### config.mk
export PLATFORM = sky130hd
export DESIGN_NAME = i2c_receiver
export DESIGN_NICKNAME = d
export VERILOG_FILES = /design/src/rtl/i2c_pkg.sv /design/src/rtl/i2c_line_sync.sv /design/src/rtl/i2c_receiver.sv
export SDC_FILE = /design/constraint.sdc
export NUM_CORES = 1
export LEC_CHECK = 0
export ABC_AREA = 1
export CORE_ASPECT_RATIO = 1.4
export CORE_MARGIN = 8
export CORE_UTILIZATION = 37
export DETAILED_ROUTE_END_ITERATION = 10
export PLACE_DENSITY_LB_ADDON = 0.15
export SETUP_SLACK_MARGIN = 0.05
export SYNTH_ARGS = -nofsm -noshare
export SYNTH_HDL_FRONTEND = slang
export SYNTH_SLANG_ARGS = --single-unit
### constraint.sdc
create_clock -name clk -period 1.4 [get_ports clk]
set_clock_uncertainty 0.05 [all_clocks]
set_input_delay 0.14 -clock clk [delete_from_list [all_inputs] [get_ports clk]]
set_output_delay 0.14 -clock clk [all_outputs]
set_load 0.01 [all_outputs]
### src/rtl/i2c_pkg.sv
// rtl/i2c_pkg.sv - shared I2C state encoding, byte size and ACK/NACK line levels
package i2c_pkg;

   localparam int BITS_PER_BYTE = 8;

   // SDA line levels seen by the master during the acknowledge bit
   localparam logic ACK_LEVEL  = 1'b0;
   localparam logic NACK_LEVEL = 1'b1;

   typedef enum logic [2:0] {
      ST_IDLE,
      ST_ADDR,
      ST_ADDR_ACK,
      ST_DATA,
      ST_DATA_ACK,
      ST_IGNORE
   } i2c_state_t;

   // Open-drain: the only way to put a level on SDA is to pull it low
   function automatic logic drive_for(input logic level);
      return ~level;
   endfunction

endpackage

### src/rtl/i2c_line_sync.sv
// rtl/i2c_line_sync.sv - synchroniser, optional majority filter (I2C_RX_GLITCH_FILTER_EN) and edge detect
module i2c_line_sync #(
   parameter int SYNC_STAGES = 2
) (
   input  logic clk,
   input  logic rst_n,
   input  logic i_line,
   output logic o_level,
   output logic o_rise,
   output logic o_fall
);

   logic [SYNC_STAGES-1:0] r_sync;
   logic                   r_prev;
   logic                   w_sync;
   logic                   w_level;

   always_ff @(posedge clk or negedge rst_n) begin
      if (!rst_n) begin
         r_sync <= '1;
      end else begin
         r_sync <= {r_sync[SYNC_STAGES-2:0], i_line};
      end
   end

   assign w_sync = r_sync[SYNC_STAGES-1];

`ifdef I2C_RX_GLITCH_FILTER_EN
   logic [2:0] r_flt;

   always_ff @(posedge clk or negedge rst_n) begin
      if (!rst_n) begin
         r_flt <= '1;
      end else begin
         r_flt <= {r_flt[1:0], w_sync};
      end
   end

   // A single-cycle pulse only ever occupies one of the three taps
   assign w_level = (r_flt[0] & r_flt[1]) | (r_flt[0] & r_flt[2]) | (r_flt[1] & r_flt[2]);
`else
   assign w_level = w_sync;
`endif

   always_ff @(posedge clk or negedge rst_n) begin
      if (!rst_n) begin
         r_prev <= 1'b1;
      end else begin
         r_prev <= w_level;
      end
   end

   assign o_level = w_level;
   assign o_rise  = w_level & ~r_prev;
   assign o_fall  = ~w_level & r_prev;

endmodule

### src/rtl/i2c_receiver.sv
// rtl/i2c_receiver.sv - write-only I2C target receiver; glitch filter via I2C_RX_GLITCH_FILTER_EN
module i2c_receiver
   import i2c_pkg::*;
#(
   parameter logic [6:0] DEV_ADDR    = 7'h50,
   parameter int         SYNC_STAGES = 2
) (
   input  logic       clk,
   input  logic       rst_n,
   input  logic       scl_in,
   input  logic       sda_in,
   output logic       sda_oe,
   output logic [7:0] rx_data,
   output logic       rx_valid,
   input  logic       rx_ready,
   output logic       rx_overrun,
   output logic       bus_start,
   output logic       bus_stop,
   output logic       busy
);

   localparam logic [3:0] CNT_FULL = 4'(BITS_PER_BYTE);
   localparam logic [3:0] CNT_LAST = 4'(BITS_PER_BYTE - 1);

   logic w_scl, w_scl_rise, w_scl_fall;
   logic w_sda, w_sda_rise, w_sda_fall;
   logic w_start, w_stop;

   i2c_state_t r_state, w_state_n;
   logic [3:0] r_bit_cnt, w_bit_cnt_n;
   logic [7:0] r_shift, w_shift_n;
   logic [7:0] r_rx_data, w_rx_data_n;
   logic [7:0] w_byte;
   logic       r_sda_oe, w_sda_oe_n;
   logic       r_ack_on, w_ack_on_n;
   logic       r_busy, w_busy_n;
   logic       r_rx_valid, w_rx_valid_n;
   logic       r_rx_overrun, w_rx_overrun_n;
   logic       r_bus_start, w_bus_start_n;
   logic       r_bus_stop, w_bus_stop_n;

   i2c_line_sync #(.SYNC_STAGES(SYNC_STAGES)) u_scl_sync (
      .clk     (clk),
      .rst_n   (rst_n),
      .i_line  (scl_in),
      .o_level (w_scl),
      .o_rise  (w_scl_rise),
      .o_fall  (w_scl_fall)
   );

   i2c_line_sync #(.SYNC_STAGES(SYNC_STAGES)) u_sda_sync (
      .clk     (clk),
      .rst_n   (rst_n),
      .i_line  (sda_in),
      .o_level (w_sda),
      .o_rise  (w_sda_rise),
      .o_fall  (w_sda_fall)
   );

   assign w_start = w_sda_fall & w_scl;
   assign w_stop  = w_sda_rise & w_scl;

   always_ff @(posedge clk or negedge rst_n) begin
      if (!rst_n) begin
         r_state      <= ST_IDLE;
         r_bit_cnt    <= '0;
         r_shift      <= '0;
         r_rx_data    <= '0;
         r_sda_oe     <= 1'b0;
         r_ack_on     <= 1'b0;
         r_busy       <= 1'b0;
         r_rx_valid   <= 1'b0;
         r_rx_overrun <= 1'b0;
         r_bus_start  <= 1'b0;
         r_bus_stop   <= 1'b0;
      end else begin
         r_state      <= w_state_n;
         r_bit_cnt    <= w_bit_cnt_n;
         r_shift      <= w_shift_n;
         r_rx_data    <= w_rx_data_n;
         r_sda_oe     <= w_sda_oe_n;
         r_ack_on     <= w_ack_on_n;
         r_busy       <= w_busy_n;
         r_rx_valid   <= w_rx_valid_n;
         r_rx_overrun <= w_rx_overrun_n;
         r_bus_start  <= w_bus_start_n;
         r_bus_stop   <= w_bus_stop_n;
      end
   end

   always_comb begin
      w_state_n      = r_state;
      w_bit_cnt_n    = r_bit_cnt;
      w_shift_n      = r_shift;
      w_rx_data_n    = r_rx_data;
      w_sda_oe_n     = r_sda_oe;
      w_ack_on_n     = r_ack_on;
      w_busy_n       = r_busy;
      w_rx_valid_n   = 1'b0;
      w_rx_overrun_n = 1'b0;
      w_bus_start_n  = 1'b0;
      w_bus_stop_n   = 1'b0;
      w_byte         = {r_shift[6:0], w_sda};

      if (w_stop) begin
         w_bus_stop_n = 1'b1;
         w_state_n    = ST_IDLE;
         w_bit_cnt_n  = '0;
         w_sda_oe_n   = drive_for(NACK_LEVEL);
         w_ack_on_n   = 1'b0;
         w_busy_n     = 1'b0;
      end else if (w_start) begin
         w_bus_start_n = 1'b1;
         w_state_n     = ST_ADDR;
         w_bit_cnt_n   = '0;
         w_sda_oe_n    = drive_for(NACK_LEVEL);
         w_ack_on_n    = 1'b0;
      end else begin
         if (w_scl_rise) begin
            w_bit_cnt_n = (r_bit_cnt == CNT_FULL) ? CNT_FULL : r_bit_cnt + 4'd1;
            w_shift_n   = w_byte;
         end
         case (r_state)
            ST_ADDR: begin
               if (w_scl_rise && r_bit_cnt == CNT_LAST) begin
                  // Reads are not supported, so R/W=1 is handled like a foreign address
                  if (w_byte[7:1] == DEV_ADDR && w_byte[0] == 1'b0) begin
                     w_state_n = ST_ADDR_ACK;
                     w_busy_n  = 1'b1;
                  end else begin
                     w_state_n = ST_IGNORE;
                     w_busy_n  = 1'b0;
                  end
               end
            end
            ST_ADDR_ACK, ST_DATA_ACK: begin
               if (w_scl_fall) begin
                  if (!r_ack_on) begin
                     w_sda_oe_n = drive_for(ACK_LEVEL);
                     w_ack_on_n = 1'b1;
                  end else begin
                     w_sda_oe_n  = drive_for(NACK_LEVEL);
                     w_ack_on_n  = 1'b0;
                     w_state_n   = ST_DATA;
                     w_bit_cnt_n = '0;
                  end
               end
            end
            ST_DATA: begin
               if (w_scl_rise && r_bit_cnt == CNT_LAST) begin
                  if (rx_ready) begin
                     w_rx_data_n  = w_byte;
                     w_rx_valid_n = 1'b1;
                     w_state_n    = ST_DATA_ACK;
                  end else begin
                     w_rx_overrun_n = 1'b1;
                     w_state_n      = ST_IGNORE;
                     w_busy_n       = 1'b0;
                  end
               end
            end
            default: ;
         endcase
      end
   end

   assign sda_oe     = r_sda_oe;
   assign rx_data    = r_rx_data;
   assign rx_valid   = r_rx_valid;
   assign rx_overrun = r_rx_overrun;
   assign bus_start  = r_bus_start;
   assign bus_stop   = r_bus_stop;
   assign busy       = r_busy;

endmodule

==> flow_metrics.tcl <==
set metrics [dict create \
    status "finished with violations" \
    violations "negative setup slack" \
    hold_viol_final 0 \
    detail_route.wirelength_um 3500 \
    cts.sinks 34 \
    wl_per_cell_um 11.4 \
    pwr-share-seq_pct 42.6 \
    synth_top_cell_by_area "dfrtp_1" \
    crit_required_ns 1.51 \
    crit_family "flip-flops" \
    ys_types 27 \
    grt_antenna_before_repair 0 \
    drtIter0Drc 61 \
    yosysMostFrequentCell "nand2_1" \
    vias 1374 \
    dp_slack_ns -0.127 \
    cpPeakStageDelay_ns 0.58 \
    setup_viol 24 \
    critPathBufInv 0 \
    finalPower_mw 2.99 \
    synth-main-ff-cell "dfrtp_1" \
    cts.htree.levels 2 \
    crit_type "reg2reg" \
    yosys-top-cells-area "dfrtp_1, nand2_1, dfstp_2, inv_1, nor2_1" \
    dpl_cell_area_um2 2060 \
    yosysTopAreaCellShare_pct 42.6 \
    timing.rr.end "r_shift[2]" \
    grt_max_degree 35 \
    track_usage_pct 11.0 \
    place_hpwl_um 2460 \
    clockPowerShare_pct 25.0 \
    r2r_cells 4 \
    syn_avg_cell_area_um2 8.30 \
    crit_top_cell "nor2_4" \
    start_util_pct 38.8 \
    min_period_over_period_pct 110 \
    rsz0062_at_grt "yes" \
    cts_root_buffer "clkbuf_8" \
    dieHeight_um 94.9 \
    slew_headroom_pct 80.8 \
    yosys_warnings 0 \
    leakagePower_nw 1.09 \
    syn_inst 198 \
    io_buffers 18 \
    synth_edf_count 0 \
    final_util_pct 52.7 \
    setup_tns_ns -1.66 \
    syn-cell-area_um2 1640 \
    cts_tree "yes" \
    numCtsBuffers 5 \
    arrival_ns 1.65 \
    tightest_slew_ns 0.287 \
    ys_seq_area_share_pct 52.2 \
    cts_buffer_depth 2 \
    ant_nets 0 \
    synthesis.nets 205 \
    drive_gt1_share_pct 26.7 \
    switchingPower_mw 1.05 \
    die_w_um 72.3 \
    max_freq_mhz 652 \
    firstDrtPassIters 4 \
    num_io_pins 19 \
    ctsHoldBuffers 0 \
    diodes 0 \
    cp_slowest_cell "dfstp_2" \
    place.gp.congestion 0.781 \
    via_per_inst 4.48 \
    fin_area_um2 2240 \
    area_growth_pct 36.0 \
    rr_startpoint "u_sda_sync.r_prev" \
    clock_latency_ns 0.28 \
    drv_cap 0 \
    die-area_um2 6860 \
    drc 0 \
    ir_drop_mv 0.820 \
    finalMaxSlewViolations 0 \
    comb_power_share_pct 32.3 \
    switching_share_pct 35.3 \
    end_kind "flip-flop" \
    netlist_top_cells_count "nand2_1, inv_1, dfrtp_1, nor2_1" \
    cp_max_fo 9 \
    hold_path_class "in2async" \
    core_um2 4240 \
    ys_ff_latch 34 \
    grt_overflow_total 0 \
    r2r_slack_ns -0.13 \
    finish.net_count 253 \
    fin_crit_ns 1.53 \
    async_flop_share_pct 100 \
    power.internal_mw 1.93 \
    grt_pass1_wl_um 5840 \
    rows 28 \
    clk_pin_slew_ns 0.07 \
    pwr_density_cell_nw_per_um2 1340 \
    path_cells "nor2_4, nor2_4, nand2_2, mux2_1" \
    cp-start-kind "flip-flop" \
    setup_ws_ns -0.133 \
    path_depth 4 \
    grt_pass1_vias 1312 \
]
layout by cell type (no fill, tap or decap), types with 2 or more instances in the layout:
master and count:
nand3_2 3, nand2_2 9, dfrtp_1 28, nor2_2 3
clkbuf_8 6, ha_1 2, nor2_4 4, a21oi_1 6
clkdlybuf4s50_1 6, mux2_1 2, inv_2 2, nand2_1 42
nand3_4 2, dfstp_2 6, nand3_1 10, buf_6 2
buf_4 21, o21ai_0 2, nor2_1 24, o21ai_1 12
dlygate4sd2_1 12, inv_1 29
cell families after synthesis:
| kind of cell | share of synthesized area (%) |
|---|---|
| and+or+nand+nor | 28.9 |
| adders and majority gates | 1.52 |
| buffers and inverters | 8.75 |
| DFF | 52.2 |
| AOI/OAI and AO/OA | 7.23 |
| muxes | 1.37 |
per-stage QoR:
step                      std cells  hold slack (ns)
after global routing            307            0.190
after detailed placement        296            0.297
final                           307            0.173
after CTS                       304            0.175
after floorplan                 198           -0.206
after global placement          296            0.297
worst max-delay path by stage:
stage | start | to | slack [ns]
after global placement | rx_ready | rx_data[0] | -0.11
after CTS | u_scl_sync.r_sync[1] | rx_data[5] | -0.09
after detailed placement | rx_ready | rx_data[2] | -0.13
after global routing | u_scl_sync.r_sync[1] | r_shift[2] | -0.20
after floorplan | u_scl_sync.r_sync[1] | rx_data[5] | -0.05
final | u_sda_sync.r_prev | r_shift[2] | -0.13
flip-flops by register name, indices dropped and copies added, names as in the netlist:
signal             count
u_scl_sync.r_sync      2
rx_overrun             1
r_ack_on               1
u_sda_sync.r_sync      2
busy                   1
bus_stop               1
rx_data                8
r_shift                7
r_bit_cnt              4
bus_start              1
rx_valid               1
u_scl_sync.r_prev      1
u_sda_sync.r_prev      1
r_state                3
power groups by stage:
stage,Combinational (mW),Sequential (mW),Clock (mW)
detailed placement,0.888,1.29,0
global route,1.12,1.29,0.815
finish,0.965,1.27,0.748
global placement,0.888,1.29,0
CTS,0.902,1.27,0.779
floorplan,0.586,1.26,0
metal layers:
layer | vias to the layer above | wire, um | global-route usage, %
met3 | 9 | 170 | 3.29
met4 | 0 | 95 | 5.98
met2 | 17 | 1800 | 19.8
met5 | - | 0 | 0
li1 | 709 | - | -
met1 | 639 | 1430 | 11.0
worst register-to-register path: cells and delay by family, from the launching register on:
family	cells	cell delay, ns
flip-flops	1	0.58
AND/OR/NAND/NOR	3	0.45
multiplexers	1	0.33
timing repair:
| action | 4_1_cts | 5_1_grt |
|---|---|---|
| pin swaps | 2 | 5 |
| endpoints found under the setup margin | 38 | 26 |
| cloned | 0 | 1 |
| setup buffers | 0 | 2 |
| resized for setup | 18 | 16 |
final cells by class:
type	count	area, um2
clock buffers	6	82.6
clock inverters	2	12.5
fillers	424	2000
inverters	33	129
multi-input cells	130	713
flip-flops and latches	34	858
well taps	60	75.1
repair buffers	42	365
Note: power is estimated with default switching activity, not from simulation.
